--- src/rtl/img_win_read_if.sv ---
// ---------------------------------------------------------------------------
// img_win_read_if
// Handshake and address bus between the image-window reader and the conv1
// datapath that consumes its taps.
//   start     : one-cycle pulse that begins a full image scan (consumer -> reader)
//   ready     : conv1 accepts the current tap this cycle      (consumer -> reader)
//   valid     : addr/k_addr/out_addr hold a valid tap          (reader -> consumer)
//   addr      : image memory read address
//   k_addr    : kernel tap index, row-major
//   win_last  : current tap is the last tap of its window
//   out_addr  : conv1 output pixel index of the current window
//   busy      : scan in progress
//   done      : one-cycle pulse after the final tap is accepted
//   stall_cnt : RUN cycles with valid=1 and ready=0 (only with
//               IMG_WIN_READ_STALL_CNT_EN defined)
// Modports: master = reader side, slave = consumer side.
// ---------------------------------------------------------------------------
interface img_win_read_if;
    logic        start;
    logic        ready;
    logic        valid;
    logic [9:0]  addr;
    logic [4:0]  k_addr;
    logic        win_last;
    logic [9:0]  out_addr;
    logic        busy;
    logic        done;
`ifdef IMG_WIN_READ_STALL_CNT_EN
    logic [15:0] stall_cnt;
`endif

    modport master (
        input  start,
        input  ready,
        output valid,
        output addr,
        output k_addr,
        output win_last,
        output out_addr,
        output busy,
`ifdef IMG_WIN_READ_STALL_CNT_EN
        output stall_cnt,
`endif
        output done
    );

    modport slave (
        output start,
        output ready,
        input  valid,
        input  addr,
        input  k_addr,
        input  win_last,
        input  out_addr,
        input  busy,
`ifdef IMG_WIN_READ_STALL_CNT_EN
        input  stall_cnt,
`endif
        input  done
    );
endinterface

--- src/rtl/img_win_read.sv ---
// ---------------------------------------------------------------------------
// img_win_read
// Scans a square IMG_W x IMG_W image held in memory and presents, for every
// conv1 output pixel, the K x K window of image read addresses together with
// the matching kernel tap index and output pixel index.
//
// Ports:
//   clk   : single clock, rising edge
//   reset : asynchronous active-low reset
//   bus   : img_win_read_if.master (start/ready in; valid, addr, k_addr,
//           win_last, out_addr, busy, done, optional stall_cnt out)
//
// Optional feature: define IMG_WIN_READ_STALL_CNT_EN to add the 16-bit
// saturating stall counter (RUN cycles with valid=1 and ready=0).
//
// State table
//   state  | meaning
//   IDLE   | waiting for start, outputs quiet
//   RUN    | presenting taps, one per accepted transfer
//   DONE   | one-cycle done pulse, then back to IDLE
// ---------------------------------------------------------------------------
module img_win_read #(
    parameter int IMG_W = 28,
    parameter int K     = 5
) (
    input  logic           clk,
    input  logic           reset,
    img_win_read_if.master bus
);

    localparam int OUT_W = IMG_W - K + 1;

    // Jump from the last tap of one kernel row to the first tap of the next.
    localparam logic [9:0] ROW_STEP    = 10'(IMG_W - K + 1);
    localparam logic [9:0] IMG_STEP    = 10'(IMG_W);
    localparam logic [4:0] K_LAST      = 5'(K - 1);
    localparam logic [4:0] O_LAST      = 5'(OUT_W - 1);
    localparam logic [4:0] TAP_PRELAST = 5'(K * K - 2);

    typedef enum logic [1:0] {
        S_IDLE = 2'd0,
        S_RUN  = 2'd1,
        S_DONE = 2'd2
    } state_t;

    state_t      state_q;
    logic        armed_q;      // low for the first edge after reset release
    logic [4:0]  kcol_q;
    logic [4:0]  krow_q;
    logic [4:0]  ocol_q;
    logic [4:0]  orow_q;
    logic [9:0]  win_base_q;   // image address of tap (0,0) of current window
    logic [9:0]  row_base_q;   // image address of window (orow, 0)
    logic [9:0]  addr_q;
    logic [4:0]  k_addr_q;
    logic [9:0]  out_addr_q;
    logic        valid_q;
    logic        win_last_q;
    logic        busy_q;
    logic        done_q;
`ifdef IMG_WIN_READ_STALL_CNT_EN
    logic [15:0] stall_q;
`endif

    always_ff @(posedge clk or negedge reset) begin
        if (!reset) begin
            state_q    <= S_IDLE;
            armed_q    <= 1'b0;
            kcol_q     <= '0;
            krow_q     <= '0;
            ocol_q     <= '0;
            orow_q     <= '0;
            win_base_q <= '0;
            row_base_q <= '0;
            addr_q     <= '0;
            k_addr_q   <= '0;
            out_addr_q <= '0;
            valid_q    <= 1'b0;
            win_last_q <= 1'b0;
            busy_q     <= 1'b0;
            done_q     <= 1'b0;
`ifdef IMG_WIN_READ_STALL_CNT_EN
            stall_q    <= '0;
`endif
        end else begin
            armed_q <= 1'b1;
            case (state_q)
                S_IDLE: begin
                    done_q <= 1'b0;
                    if (bus.start && armed_q) begin
                        state_q    <= S_RUN;
                        kcol_q     <= '0;
                        krow_q     <= '0;
                        ocol_q     <= '0;
                        orow_q     <= '0;
                        win_base_q <= '0;
                        row_base_q <= '0;
                        addr_q     <= '0;
                        k_addr_q   <= '0;
                        out_addr_q <= '0;
                        valid_q    <= 1'b1;
                        win_last_q <= (K == 1);
                        busy_q     <= 1'b1;
`ifdef IMG_WIN_READ_STALL_CNT_EN
                        stall_q    <= '0;
`endif
                    end
                end

                S_RUN: begin
                    if (!bus.ready) begin
`ifdef IMG_WIN_READ_STALL_CNT_EN
                        if (stall_q != 16'hFFFF) begin
                            stall_q <= stall_q + 16'd1;
                        end
`endif
                    end else if (kcol_q != K_LAST) begin
                        kcol_q     <= kcol_q + 5'd1;
                        addr_q     <= addr_q + 10'd1;
                        k_addr_q   <= k_addr_q + 5'd1;
                        win_last_q <= (k_addr_q == TAP_PRELAST);
                    end else if (krow_q != K_LAST) begin
                        kcol_q     <= '0;
                        krow_q     <= krow_q + 5'd1;
                        addr_q     <= addr_q + ROW_STEP;
                        k_addr_q   <= k_addr_q + 5'd1;
                        win_last_q <= (k_addr_q == TAP_PRELAST);
                    end else begin
                        // Window finished: step to the next window base.
                        kcol_q     <= '0;
                        krow_q     <= '0;
                        k_addr_q   <= '0;
                        win_last_q <= 1'b0;
                        if (ocol_q != O_LAST) begin
                            ocol_q     <= ocol_q + 5'd1;
                            win_base_q <= win_base_q + 10'd1;
                            addr_q     <= win_base_q + 10'd1;
                            out_addr_q <= out_addr_q + 10'd1;
                        end else if (orow_q != O_LAST) begin
                            ocol_q     <= '0;
                            orow_q     <= orow_q + 5'd1;
                            row_base_q <= row_base_q + IMG_STEP;
                            win_base_q <= row_base_q + IMG_STEP;
                            addr_q     <= row_base_q + IMG_STEP;
                            out_addr_q <= out_addr_q + 10'd1;
                        end else begin
                            state_q <= S_DONE;
                            valid_q <= 1'b0;
                            busy_q  <= 1'b0;
                            done_q  <= 1'b1;
                        end
                    end
                end

                S_DONE: begin
                    done_q  <= 1'b0;
                    state_q <= S_IDLE;
                end

                default: begin
                    state_q <= S_IDLE;
                    valid_q <= 1'b0;
                    busy_q  <= 1'b0;
                    done_q  <= 1'b0;
                end
            endcase
        end
    end

    assign bus.valid    = valid_q;
    assign bus.addr     = addr_q;
    assign bus.k_addr   = k_addr_q;
    assign bus.win_last = win_last_q;
    assign bus.out_addr = out_addr_q;
    assign bus.busy     = busy_q;
    assign bus.done     = done_q;
`ifdef IMG_WIN_READ_STALL_CNT_EN
    assign bus.stall_cnt = stall_q;
`endif

endmodule

--- src/flat_wrapper.sv ---
// flat-port wrapper written by rule: the top's interface ports become plain ports
module img_win_read_flat 
#(
    parameter int IMG_W = 28,
    parameter int K     = 5
)
  (clk, reset, bus_start, bus_ready, bus_valid, bus_addr, bus_k_addr, bus_win_last, bus_out_addr, bus_busy, bus_done);
  img_win_read_if bus_i ();
  input  logic clk;
  input  logic reset;
  input wire logic [$bits(bus_i.start)-1:0] bus_start;
  input wire logic [$bits(bus_i.ready)-1:0] bus_ready;
  output wire logic [$bits(bus_i.valid)-1:0] bus_valid;
  output wire logic [$bits(bus_i.addr)-1:0] bus_addr;
  output wire logic [$bits(bus_i.k_addr)-1:0] bus_k_addr;
  output wire logic [$bits(bus_i.win_last)-1:0] bus_win_last;
  output wire logic [$bits(bus_i.out_addr)-1:0] bus_out_addr;
  output wire logic [$bits(bus_i.busy)-1:0] bus_busy;
  output wire logic [$bits(bus_i.done)-1:0] bus_done;
  assign bus_i.start = bus_start;
  assign bus_i.ready = bus_ready;
  assign bus_valid = bus_i.valid;
  assign bus_addr = bus_i.addr;
  assign bus_k_addr = bus_i.k_addr;
  assign bus_win_last = bus_i.win_last;
  assign bus_out_addr = bus_i.out_addr;
  assign bus_busy = bus_i.busy;
  assign bus_done = bus_i.done;
  img_win_read #(.IMG_W(IMG_W), .K(K)) u_core (.clk(clk), .reset(reset), .bus(bus_i));
endmodule
--- config.mk ---
export PLATFORM = sky130hd
export DESIGN_NAME = img_win_read_flat
export DESIGN_NICKNAME = d
export VERILOG_FILES = /design/src/rtl/img_win_read_if.sv /design/src/rtl/img_win_read.sv /design/src/flat_wrapper.sv
export SDC_FILE = /design/constraint.sdc
export NUM_CORES = 1
export LEC_CHECK = 0
export BUFFER_PORTS_ARGS = -buffer_cell sky130_fd_sc_hd__buf_2
export CAP_MARGIN = 5
export CORE_MARGIN = 8
export CORE_UTILIZATION = 40
export DETAILED_ROUTE_END_ITERATION = 6
export PLACE_DENSITY_LB_ADDON = 0.12
export SYNTH_ARGS = -nofsm -noshare
export SYNTH_HDL_FRONTEND = slang
export SYNTH_SLANG_ARGS = --single-unit
--- constraint.sdc ---
create_clock -name clk -period 2.7 [get_ports clk]
set_input_delay 0.135 -clock clk [delete_from_list [all_inputs] [get_ports clk]]
set_output_delay 0.135 -clock clk [all_outputs]
set_load 0.03 [all_outputs]
; ---- Yosys cells after proc, flatten, opt, wreduce, memory -nomap -nowiden
; Index checks and enable logic that the tools add are counted.
[totals]
reg_bits = 71
input_bits = 4
out_inout_bits = 29
elab_cells = 123
[op_classes]
addsub = 10
n_eq_ne = 16
n_mux = 71
bitwise_logic = 1
n_reduce_logical = 11
[op_table]
columns = cell, count
row1 = $mux W10, 18
row2 = $mux W5, 19
row3 = $pmux W10 S2, 4
row4 = $pmux W5 S2, 5
row5 = $add A10 B1 Y10 const B, 3
row6 = $add A5 B1 Y5 const B, 5
row7 = $add A10 B5 Y10 const B, 2
row8 = $mux W1, 16
row9 = $reduce_and A7 Y1, 2
row10 = $mux W2, 6
row11 = $reduce_and A6 Y1, 2
row12 = $ne A2 B2 Y1 const B, 5
row13 = $ne A5 B3 Y1 const B, 2
row14 = $ne A5 B5 Y1 const B, 2
row15 = $reduce_and A4 Y1, 2
row16 = $eq A5 B5 Y1 const B, 1
row17 = $ne A5 B1 Y1 const B, 1
row18 = $reduce_and A5 Y1, 1
row19 = $ne A2 B1 Y1 const B, 2
row20 = $pmux W2 S2, 1
row21 = $ne A3 B1 Y1 const B, 1
row22 = $pmux W1 S3, 1
row23 = $reduce_and A3 Y1, 1
row24 = $eq A2 B1 Y1 const B, 1
row25 = other kinds (6), 6

; ---- Longest topological paths before layout
; Gate-level depths: netlist of run 1.
[depth]
depth_word = 7
mapped_depth = 9
mapped_depth_nobuf = 7

; ---- Worst setup path after synthesis of run 1
; Ideal clock, no wire load.
[synth_path]
kind = reg-to-reg
from = reg u_core.krow_q[0]
to = reg u_core.out_addr_q[9], in the netlist u_core.bus.out_addr[9]
setup_time_ns = 0.078
arrival_time_ns = 1.848
t_required_ns = 2.622
path_slack_ns = 0.774
path_stages_with_launch = 9
path_buffers = 1
synth_period_minus_slack_ns = 1.926
cell_sequence = dfrtp_1 -> inv_1 -> ha_1 -> and4bb_1 -> buf_4 -> o211ai_4 -> a211o_1 -> or3_1 -> a21oi_1
[synth_between]
elab_chain_cells = 3
[synth_lines]
columns = element, line
row1 = "start, declared", img_win_read.sv:49  ; logic [4:0] krow_q;
row2 = "start signal, assigned", img_win_read.sv:124  ; krow_q <= krow_q + 5'd1;
row3 = $ne A5 B3 Y1, img_win_read.sv:122  ; end else if (krow_q != K_LAST) begin
row4 = $ne A2 B2 Y1 (no source line), --
row5 = $reduce_and A6 Y1 (no source line), --
row6 = "end signal, assigned", img_win_read.sv:138  ; out_addr_q <= out_addr_q + 10'd1;
row7 = "end signal, assigned", img_win_read.sv:145  ; out_addr_q <= out_addr_q + 10'd1;
row8 = "end, declared", img_win_read.sv:56  ; logic [9:0] out_addr_q;
; Every way passes these cells.
; A chain may end at the register's enable or synchronous reset.

; ---- Final worst setup path of run 1
[layout_path]
from = reg u_core.krow_q[0]
to = reg u_core.addr_q[8], in the netlist u_core.bus.addr[8]
[layout_between]
elab_chain_cells = 5
word_cells_on_any_way = 7
classes_between = 2 x eq/ne / 4 x mux / 1 x reduce/logical
[layout_lines]
columns = element, line
row1 = $ne A5 B3 Y1 (*), img_win_read.sv:122
row2 = $mux W10, img_win_read.sv:122
row3 = $mux W10, img_win_read.sv:117  ; end else if (kcol_q != K_LAST) begin
row4 = $mux W10, img_win_read.sv:111  ; if (!bus.ready) begin
row5 = $pmux W10 S2, img_win_read.sv:87  ; case (state_q)
row6 = "end signal, assigned", img_win_read.sv:119  ; addr_q <= addr_q + 10'd1;
row7 = "end signal, assigned", img_win_read.sv:125  ; addr_q <= addr_q + ROW_STEP;
row8 = "end signal, assigned", img_win_read.sv:137  ; addr_q <= win_base_q + 10'd1;
row9 = "end, declared", img_win_read.sv:54  ; logic [9:0] addr_q;
; Mark *: on every way between the ends. The rest lies on a longest branch, timed or not. The select of a mux whose other input is x is not followed.

==> results of run 1 <==
cell type report:
class	instances	area, um2
clock buffer	10	128
clock inverter	6	72.6
fill	978	5190
inverter	16	60.1
multi-input combinational	333	2110
sequential	69	1730
tap	133	166
timing repair buffer	47	275
tightest hold or removal path, cell delays in order:
cell and delay, ps:
buf_2 130, inv_1 70, nor3_1 50
logic make-up after synthesis:
kind of cell               after synthesis  share of synthesized area [%]
and+or+nand+nor                        170                           21.3
AOI/OAI and AO/OA                      117                           20.2
DFF                                     69                           43.2
buffers and inverters                   37                           4.01
xor gates and xnor gates                30                           6.58
adders and majority gates               13                           4.07
muxes                                    2                          0.501
other                                    1                         0.0939
power groups by stage:
stage | Clock (W) | Sequential (W) | Combinational, W
6_report | 0.000869 | 0.00161 | 0.00133
5_1_grt | 0.000934 | 0.00165 | 0.00149
4_1_cts | 0.000889 | 0.00161 | 0.00134
3_5_place_dp | 0 | 0.00163 | 0.00133
3_3_place_gp | 0 | 0.00162 | 0.00131
2_1_floorplan | 0 | 0.00171 | 0.000793
state kept, by name, indices dropped and copies added (netlist names):
register,flops
u_core.state_q,2
u_core.bus.addr,10
u_core.orow_q,5
u_core.krow_q,5
u_core.bus.k_addr,5
u_core.ocol_q,5
u_core.bus.out_addr,10
u_core.bus.done,1
u_core.armed_q,1
u_core.kcol_q,5
u_core.bus.busy,1
u_core.bus.win_last,1
u_core.row_base_q,8
u_core.win_base_q,10
worst max-delay path by stage:
stage / start / to / depth (start not counted)
finish: u_core.krow_q[0] / u_core.bus.addr[8] / 7
global route: u_core.krow_q[0] / u_core.bus.addr[8] / 7
CTS: u_core.krow_q[0] / u_core.bus.addr[8] / 7
detailed placement: u_core.krow_q[0] / u_core.bus.addr[8] / 7
global placement: u_core.krow_q[0] / u_core.orow_q[4] / 7
floorplan: u_core.krow_q[0] / u_core.bus.out_addr[9] / 8
cell usage after synthesis (3+ instances only):
library cell / instances / area, um2
nor3_1: 10 / 50.1
or3_1: 6 / 37.5
nand4b_1: 3 / 26.3
o31ai_1: 5 / 37.5
nand4_1: 12 / 75.1
xnor2_1: 14 / 123
a22o_1: 4 / 35.0
and3_1: 4 / 25.0
and2_1: 3 / 18.8
a32o_1: 5 / 50.1
ha_1: 13 / 163
a211o_1: 4 / 35.0
xor2_1: 16 / 140
buf_2: 8 / 40.0
nand3_1: 25 / 125
and4_1: 3 / 26.3
nor2_1: 41 / 154
o21ai_0: 42 / 210
a31oi_1: 5 / 31.3
buf_4: 3 / 22.5
dfrtp_1: 69 / 1730
a21oi_1: 17 / 85.1
o211ai_1: 6 / 45.0
clkbuf_1: 9 / 33.8
nand2_1: 46 / 173
nand2b_1: 4 / 25.0
inv_1: 16 / 60.1
routing by layer:
| layer | track usage [%] | wire length, um |
|---|---|---|
| met4 | 4.41 | 112 |
| met5 | 0 | 0 |
| met3 | 3.18 | 553 |
| met2 | 25.4 | 4860 |
| met1 | 24.3 | 5270 |
timing repair:
item / 4_1_cts / 5_1_grt
endpoints found under the hold margin: 19 / 0
resized for setup: 0 / 0
hold buffers: 1 / 0
through the flow:
| step | hold slack [ps] | utilization (%) | cells | setup slack [ps] |
|---|---|---|---|---|
| final | 77.7 | 46.6 | 614 | 358 |
| after detailed placement | 123 | 44.5 | 597 | 379 |
| after floorplan | -161 | - | 439 | 774 |
| after CTS | 71.8 | 46.6 | 614 | 364 |
| after global routing | 103 | 46.6 | 614 | 176 |
| after global placement | 120 | 44.5 | 597 | 462 |
==> flow_metrics.tcl, run 1 <==
set metrics [dict create \
    crit_fanout 9 \
    place_hpwl_um 7770 \
    synth_flop_cell "dfrtp_1" \
    place.gp.congestion 0.844 \
    grt.overflow.total 0 \
    fmax_mhz 427 \
    track_usage_pct 17.0 \
    vias 3456 \
    area_growth_pct 13.6 \
    placed_area_mm2 0.00433 \
    die_width_um 116 \
    layout_common_cells "69 x dfrtp_1, 46 x nand2_1, 42 x o21ai_0" \
    io_buffers 32 \
    post_cts_buffers 0 \
    grt_pass1_wl_um 18100 \
    synth_cells 439 \
    wl_um 10800 \
    ys_seq_area_share_pct 43.2 \
    drc_errors 0 \
    status "completed" \
    finClkSkew_ps 19.4 \
    diodes 0 \
    cp_num_buf_inv 1 \
    crit_family "simple AND/OR/NAND/NOR gates" \
    antenna_left 0 \
    synth-edff-count 0 \
    drive_above_1_share_pct 14.8 \
    layout_commonest_cell "dfrtp_1" \
    fin_area_mm2 0.00454 \
    r2r-end "u_core.bus.addr[8]" \
    hold_class "in2reg" \
    slew_viol_final 0 \
    drt_iter0_drc 219 \
    leakagePower_nw 1.99 \
    fin_tns_setup_ps 0 \
    syn_area_mm2 0.00399 \
    rsz0062_at_grt "false" \
    critPathCaptureType "flip-flop" \
    holdPathEnd "u_core.state_q[1]" \
    wire_per_inst_um 17.6 \
    h-tree-depth 3 \
    r2r_slack_ps 360 \
    synthDistinctLibCells 61 \
    ff2ff_path_depth 7 \
    cp_data_arrival_time_ps 2570 \
    p_per_area_mw_per_mm2 840 \
    path_cells "inv_1 -> ha_1 -> and4bb_1 -> nand4_1 -> nand3_1 -> nor2_1 -> a221o_1" \
    io_pins 33 \
    cts_tree "done" \
    power.net_switching_w 0.00164 \
    cts_root_buf "clkbuf_8" \
    synthArstFlopShare_pct 100 \
    grt_start_max_net_pins 31 \
    power_frac_comb_pct 34.9 \
    r2r_start "u_core.krow_q[0]" \
    max_slew.worst_pin.slew_ps 660 \
    period_share_pct 86.7 \
    die_h_um 116 \
    dieArea_mm2 0.0134 \
    critPathLaunchType "flip-flop" \
    drv_cap 0 \
    path_class "reg2reg" \
    cts_buffers 9 \
    grt_pass1_vias 3377 \
    avgSynthCellArea_um2 9.09 \
    start_util_pct 41.0 \
    clkPwrFrac_pct 22.8 \
    internal_power_w 0.00217 \
    clk_latency_ps 350 \
    dr.pass1.iters 5 \
    seq_power_share_pct 42.3 \
    clock-sinks 69 \
    core_area_mm2 0.00973 \
    setup_viol 0 \
    clk_path_buf_depth 2 \
    switching_share_pct 43.0 \
    required_ps 2930 \
    min_path_cells 3 \
    path_clk_slew_ps 80 \
    hold_start "bus_ready" \
    max_stage_delay_ps 490 \
    slew-limit-headroom_pct 54.9 \
    antenna_found_initial 0 \
    layout_min_cycle_time_ps 2340 \
    row_count 36 \
    syn_nets 456 \
    power.total_w 0.00381 \
    finalHoldViolations 0 \
    critPathSlowestCell "and4bb_1" \
    yosys_warnings 0 \
    viasPerCell 5.63 \
    final_nets 493 \
    synth-seq-cells 69 \
    ir_drop_uv 304 \
]
No activity file was read; power rests on OpenSTA's default activity.
==> run 2: changes to the inputs <==
--- a/config.mk
+++ b/config.mk
@@ -7,6 +7,7 @@
 export LEC_CHECK = 0
 export BUFFER_PORTS_ARGS = -buffer_cell sky130_fd_sc_hd__buf_2
 export CAP_MARGIN = 5
+export CORE_ASPECT_RATIO = 0.9
 export CORE_MARGIN = 8
 export CORE_UTILIZATION = 40
 export DETAILED_ROUTE_END_ITERATION = 6
==> run 2 against run 1 <==
Against the previous run:
- clock skew fell by 6.3 ps
- final area fell by 0.50%
- die area barely moved
- fmax fell by 1.1%
- critical path type unchanged
- highest routed layer unchanged
==> flow_metrics.tcl, run 2 (synthesis results as in run 1) <==
set metrics [dict create \
    cts_tree "done" \
    start_util_pct 41.2 \
    drv_cap 0 \
    io_pins 33 \
    diodes 0 \
    place_hpwl_um 7560 \
    ff_latch_area_mm2 0.00173 \
    power_frac_comb_pct 35.6 \
    die_width_um 121 \
    leakagePower_nw 1.99 \
    grt_pass1_wl_um 17600 \
    antenna_found_initial 0 \
    die_h_um 111 \
    wl_um 10500 \
    grt_start_max_net_pins 43 \
    clkPwrFrac_pct 21.2 \
    track_usage_pct 16.2 \
    power.net_switching_w 0.00154 \
    finClkSkew_ps 13.1 \
    hold_class "in2reg" \
    final_nets 495 \
    antenna_left 0 \
    vias 3399 \
    cts_buffers 9 \
    layout_common_cells "69 x dfrtp_1, 46 x nand2_1, 42 x o21ai_0" \
    drc_errors 0 \
    area_growth_pct 13.1 \
    clock-sinks 69 \
    slew_viol_final 0 \
    max_slew.worst_pin.slew_ps 1120 \
    dr.pass1.iters 4 \
    post_cts_buffers 0 \
    rsz0062_at_grt "false" \
    setup_viol 0 \
    cts_root_buf "clkbuf_8" \
    ir_drop_uv 335 \
    slew-limit-headroom_pct 24.6 \
    wire_per_inst_um 17.3 \
    drt_iter0_drc 332 \
    critPathLaunchType "flip-flop" \
    path_clk_slew_ps 80 \
    fmax_mhz 422 \
    status "completed" \
    finalHoldViolations 0 \
    row_count 34 \
    critPathCaptureType "flip-flop" \
    required_ps 2940 \
    p_per_area_mw_per_mm2 812 \
    place.gp.congestion 0.805 \
    io_buffers 32 \
    internal_power_w 0.00212 \
    core_area_mm2 0.00970 \
    switching_share_pct 42.1 \
    clk_latency_ps 360 \
    cp_data_arrival_time_ps 2610 \
    fillers 910 \
    seq_power_share_pct 43.2 \
    instances_no_fill 609 \
    dieArea_mm2 0.0134 \
    crit_fanout 9 \
    multiInputGateArea_mm2 0.00211 \
    drive_above_1_share_pct 14.5 \
    grt.overflow.total 0 \
    layout_min_cycle_time_ps 2370 \
    period_share_pct 87.7 \
    clk_path_buf_depth 2 \
    path_class "reg2reg" \
    fin_tns_setup_ps 0 \
    dp_cells 592 \
    h-tree-depth 3 \
    viasPerCell 5.58 \
    layout_commonest_cell "dfrtp_1" \
    grt_pass1_vias 3253 \
]
==> run 2: cell types whose count changed in the layout (fill, tap and decap cells not counted) <==
| cell | before | now |
|---|---|---|
| clkinv_4 | 3 | 0 |
| bufinv_16 | 1 | 0 |
| buf_4 | 14 | 16 |
| clkbuf_1 | 1 | 4 |
| clkinv_2 | 0 | 1 |
| clkbuf_8 | 9 | 11 |
| inv_6 | 1 | 0 |
| clkinvlp_4 | 1 | 0 |
==> run 2: power by group through the flow <==
stage / logic [W] / clock network [W] / registers [W]
floorplan: 0.000793 / 0 / 0.00171
CTS: 0.00132 / 0.000796 / 0.00158
global route: 0.00146 / 0.000841 / 0.00163
global placement: 0.00129 / 0 / 0.00160
detailed placement: 0.00131 / 0 / 0.00160
finish: 0.00130 / 0.000778 / 0.00158
==> run 2: stage by stage <==
stage | setup WS (ps) | hold slack, ps | util, % | power, W | instance area [um2]
final | 332 | 97.6 | 46.5 | 0.00366 | 4510
after global routing | 177 | 112 | 46.5 | 0.00393 | 4510
after CTS | 346 | 76.8 | 46.5 | 0.00369 | 4510
after detailed placement | 353 | 360 | 44.7 | 0.00291 | 4330
after global placement | 411 | 356 | 44.7 | 0.00289 | 4330
after floorplan | 774 | -161 | - | 0.00250 | 3990
==> run 2: path summary, 6_finish.rpt <==
| kind | start | end | slack (ps) | depth (start not counted) |
|---|---|---|---|---|
| worst max-delay path | u_core.krow_q[0] | u_core.bus.addr[8] | 330 | 7 |
| worst min-delay path | bus_ready | u_core.state_q[1] | 100 | 3 |
| worst max register to register | u_core.krow_q[0] | u_core.bus.addr[8] | 330 | 7 |
| worst min register to register | u_core.orow_q[1] | u_core.orow_q[1] | 510 | 2 |
| max in group asynchronous | reset | u_core.orow_q[1] | 1430 | 3 |
| min in group asynchronous | reset | u_core.bus.k_addr[3] | 480 | 2 |
==> run 2: timing repair <==
item / in CTS / in global routing
hold buffers: 1 / 0
resized for setup: 0 / 0
endpoints found under the hold margin: 40 / 0
==> run 2: final cells by class <==
| cell class | instances | area share, % |
|---|---|---|
| clock inverter | 1 | 0.111 |
| clock buffer | 15 | 3.69 |
| tap | 126 | 3.49 |
| inverter | 16 | 1.33 |
| sequential | 69 | 38.2 |
| multi-input combinational | 333 | 46.7 |
| timing repair buffer | 49 | 6.43 |
==> run 2: critical path, stage by stage, from the launching register on <==
cell and delay [ps]:
dfrtp_1 400, inv_1 100, ha_1 180, and4bb_1 470
nand4_1 290, nand3_1 300, nor2_1 180, a221o_1 340
==> run 2: routing by layer <==
metal	GRT usage [%]	share of wire (%)
met5	0	0
met4	4.68	1.0
met2	23.3	43
met3	3.56	3.8
met1	23.7	52
==> run 3: changes to the inputs <==
--- a/config.mk
+++ b/config.mk
@@ -12,6 +12,7 @@
 export CORE_UTILIZATION = 40
 export DETAILED_ROUTE_END_ITERATION = 6
 export PLACE_DENSITY_LB_ADDON = 0.12
+export REMOVE_ABC_BUFFERS = 1
 export SYNTH_ARGS = -nofsm -noshare
 export SYNTH_HDL_FRONTEND = slang
 export SYNTH_SLANG_ARGS = --single-unit
==> run 3 against run 2 <==
Against the previous run:
- total power up 8.6%
- sequential share of layout area down 0.61 points
- worst hold slack worse by 29 ps
- die area unchanged
- sequential cell count unchanged
- critical endpoint unchanged
- sequential power about the same
==> flow_metrics.tcl, run 3 (synthesis results as in run 1) <==
set metrics [dict create \
    layout_commonest_cell "dfrtp_1" \
    cts_buffers 9 \
    finalHoldViolations 0 \
    seq_power_share_pct 40.3 \
    ff2ff_path_depth 7 \
    required_ps 2940 \
    grt.overflow.total 0 \
    layout_common_cells "69 x dfrtp_1, 46 x nand2_1, 42 x o21ai_0" \
    drt_iter0_drc 192 \
    vias 3465 \
    dr.pass1.iters 4 \
    power_frac_comb_pct 33.3 \
    critPathCaptureType "flip-flop" \
    r2r-end "u_core.bus.addr[8]" \
    area_growth_pct 14.9 \
    place.gp.congestion 0.825 \
    clk_path_buf_depth 2 \
    grt_pass1_vias 3487 \
    dieArea_mm2 0.0134 \
    track_usage_pct 16.9 \
    fin_area_mm2 0.00459 \
    power.net_switching_w 0.00160 \
    diodes 0 \
    clkPwrFrac_pct 26.4 \
    hold_class "in2reg" \
    critPathSlowestCell "and4bb_1" \
    setup_viol 0 \
    final_util_pct 47.3 \
    slew_viol_final 0 \
    leakagePower_nw 2.02 \
    core_area_mm2 0.00970 \
    place_hpwl_um 7660 \
    io_buffers 32 \
    r2r_start "u_core.krow_q[0]" \
    internal_power_w 0.00238 \
    holdPathEnd "u_core.state_q[1]" \
    dp_worst_setup_slack_ps 283 \
    switching_share_pct 40.1 \
    clk_latency_ps 360 \
    antenna_found_initial 0 \
    h-tree-depth 3 \
    path_class "reg2reg" \
    slew-limit-headroom_pct 59.5 \
    placed_area_mm2 0.00433 \
    rsz0062_at_grt "false" \
    finClkSkew_ps 15.3 \
    status "completed" \
    cts_root_buf "clkbuf_8" \
    start_util_pct 41.2 \
    ir_drop_uv 753 \
    final_nets 495 \
    drc_errors 0 \
    max_stage_delay_ps 480 \
    drive_above_1_share_pct 14.9 \
    critPathLaunchType "flip-flop" \
    critPathLaunch "u_core.krow_q[0]" \
    period_share_pct 89.4 \
    grt_start_max_net_pins 30 \
    layout_min_cycle_time_ps 2410 \
    io_pins 33 \
    cp_data_arrival_time_ps 2660 \
    fmax_mhz 414 \
    clock-sinks 69 \
    fin_tns_setup_ps 0 \
    wl_um 10800 \
    path_clk_slew_ps 70 \
    min_path_cells 3 \
    r2r_slack_ps 290 \
    cts_tree "done" \
    crit_fanout 9 \
    p_per_area_mw_per_mm2 867 \
    cts_resized 0 \
    max_slew.worst_pin.slew_ps 604 \
    path_cells "inv_1 -> ha_1 -> and4bb_1 -> nand4_1 -> nand3_1 -> nor2_1 -> a221o_1" \
    die_h_um 111 \
    drv_cap 0 \
    setup_slack_ps 287 \
    hold_start "bus_ready" \
    row_count 34 \
    die_width_um 121 \
    wire_per_inst_um 17.7 \
    antenna_left 0 \
    grt_pass1_wl_um 18300 \
    viasPerCell 5.69 \
]
## run 3: cell count changes in the layout (fill, tap and decap cells not counted)
cell | previous run | this run
bufinv_16 | 0 | 3
clkbuf_1 | 4 | 2
buf_6 | 0 | 1
buf_4 | 16 | 15
clkbuf_8 | 11 | 10
## run 3: through the flow
step,cells,hold WS (ps),power [W]
2_1_floorplan,418,-161,0.00246
3_3_place_gp,591,121,0.00292
3_5_place_dp,591,123,0.00294
4_1_cts,608,55.5,0.00400
5_1_grt,609,106,0.00425
6_report,609,68.8,0.00398
## run 3: worst max-delay path by stage
stage,cells after the start,endpoint
after detailed placement,7,u_core.bus.addr[8]
final,7,u_core.bus.addr[8]
after global placement,7,u_core.bus.addr[8]
after CTS,7,u_core.bus.addr[8]
after floorplan,7,u_core.krow_q[3]
after global routing,7,u_core.bus.addr[8]
## run 3: metal layers
metal | GRT usage [%] | wire length [um] | vias up
li1 | - | - | 1676
met1 | 23.7 | 5280 | 1688
met2 | 25.0 | 4730 | 92
met3 | 4.43 | 625 | 9
met4 | 4.60 | 113 | 0
met5 | 0 | 0 | -
## run 3: worst max-delay path: cells and delay by family (launching register included)
family,cells,cell delay (ps)
simple gates,4,1280
fa+ha+maj,1,180
compound gates,1,340
buf+inv,1,100
flops,1,400
## run 3: power groups by stage
stage | registers, W | clock network, W | logic, W
6_report | 0.00160 | 0.00105 | 0.00133
5_1_grt | 0.00165 | 0.00111 | 0.00148
4_1_cts | 0.00160 | 0.00107 | 0.00133
3_5_place_dp | 0.00161 | 0 | 0.00132
3_3_place_gp | 0.00161 | 0 | 0.00131
2_1_floorplan | 0.00173 | 0 | 0.000730
## run 3: area by class of cell
| class | instances | area [um2] |
|---|---|---|
| fill | 963 | 5110 |
| multi-input combinational | 333 | 2110 |
| sequential | 69 | 1730 |
| timing repair buffer | 49 | 294 |
| tap | 126 | 158 |
| clock buffer | 12 | 145 |
| clock inverter | 4 | 95.1 |
| inverter | 16 | 60.1 |
## run 3: what timing repair did
action | 4_1_cts | 5_1_grt
hold endpoints to repair | 19 | 0
buffers inserted | 0 | 0
hold buffers | 1 | 0
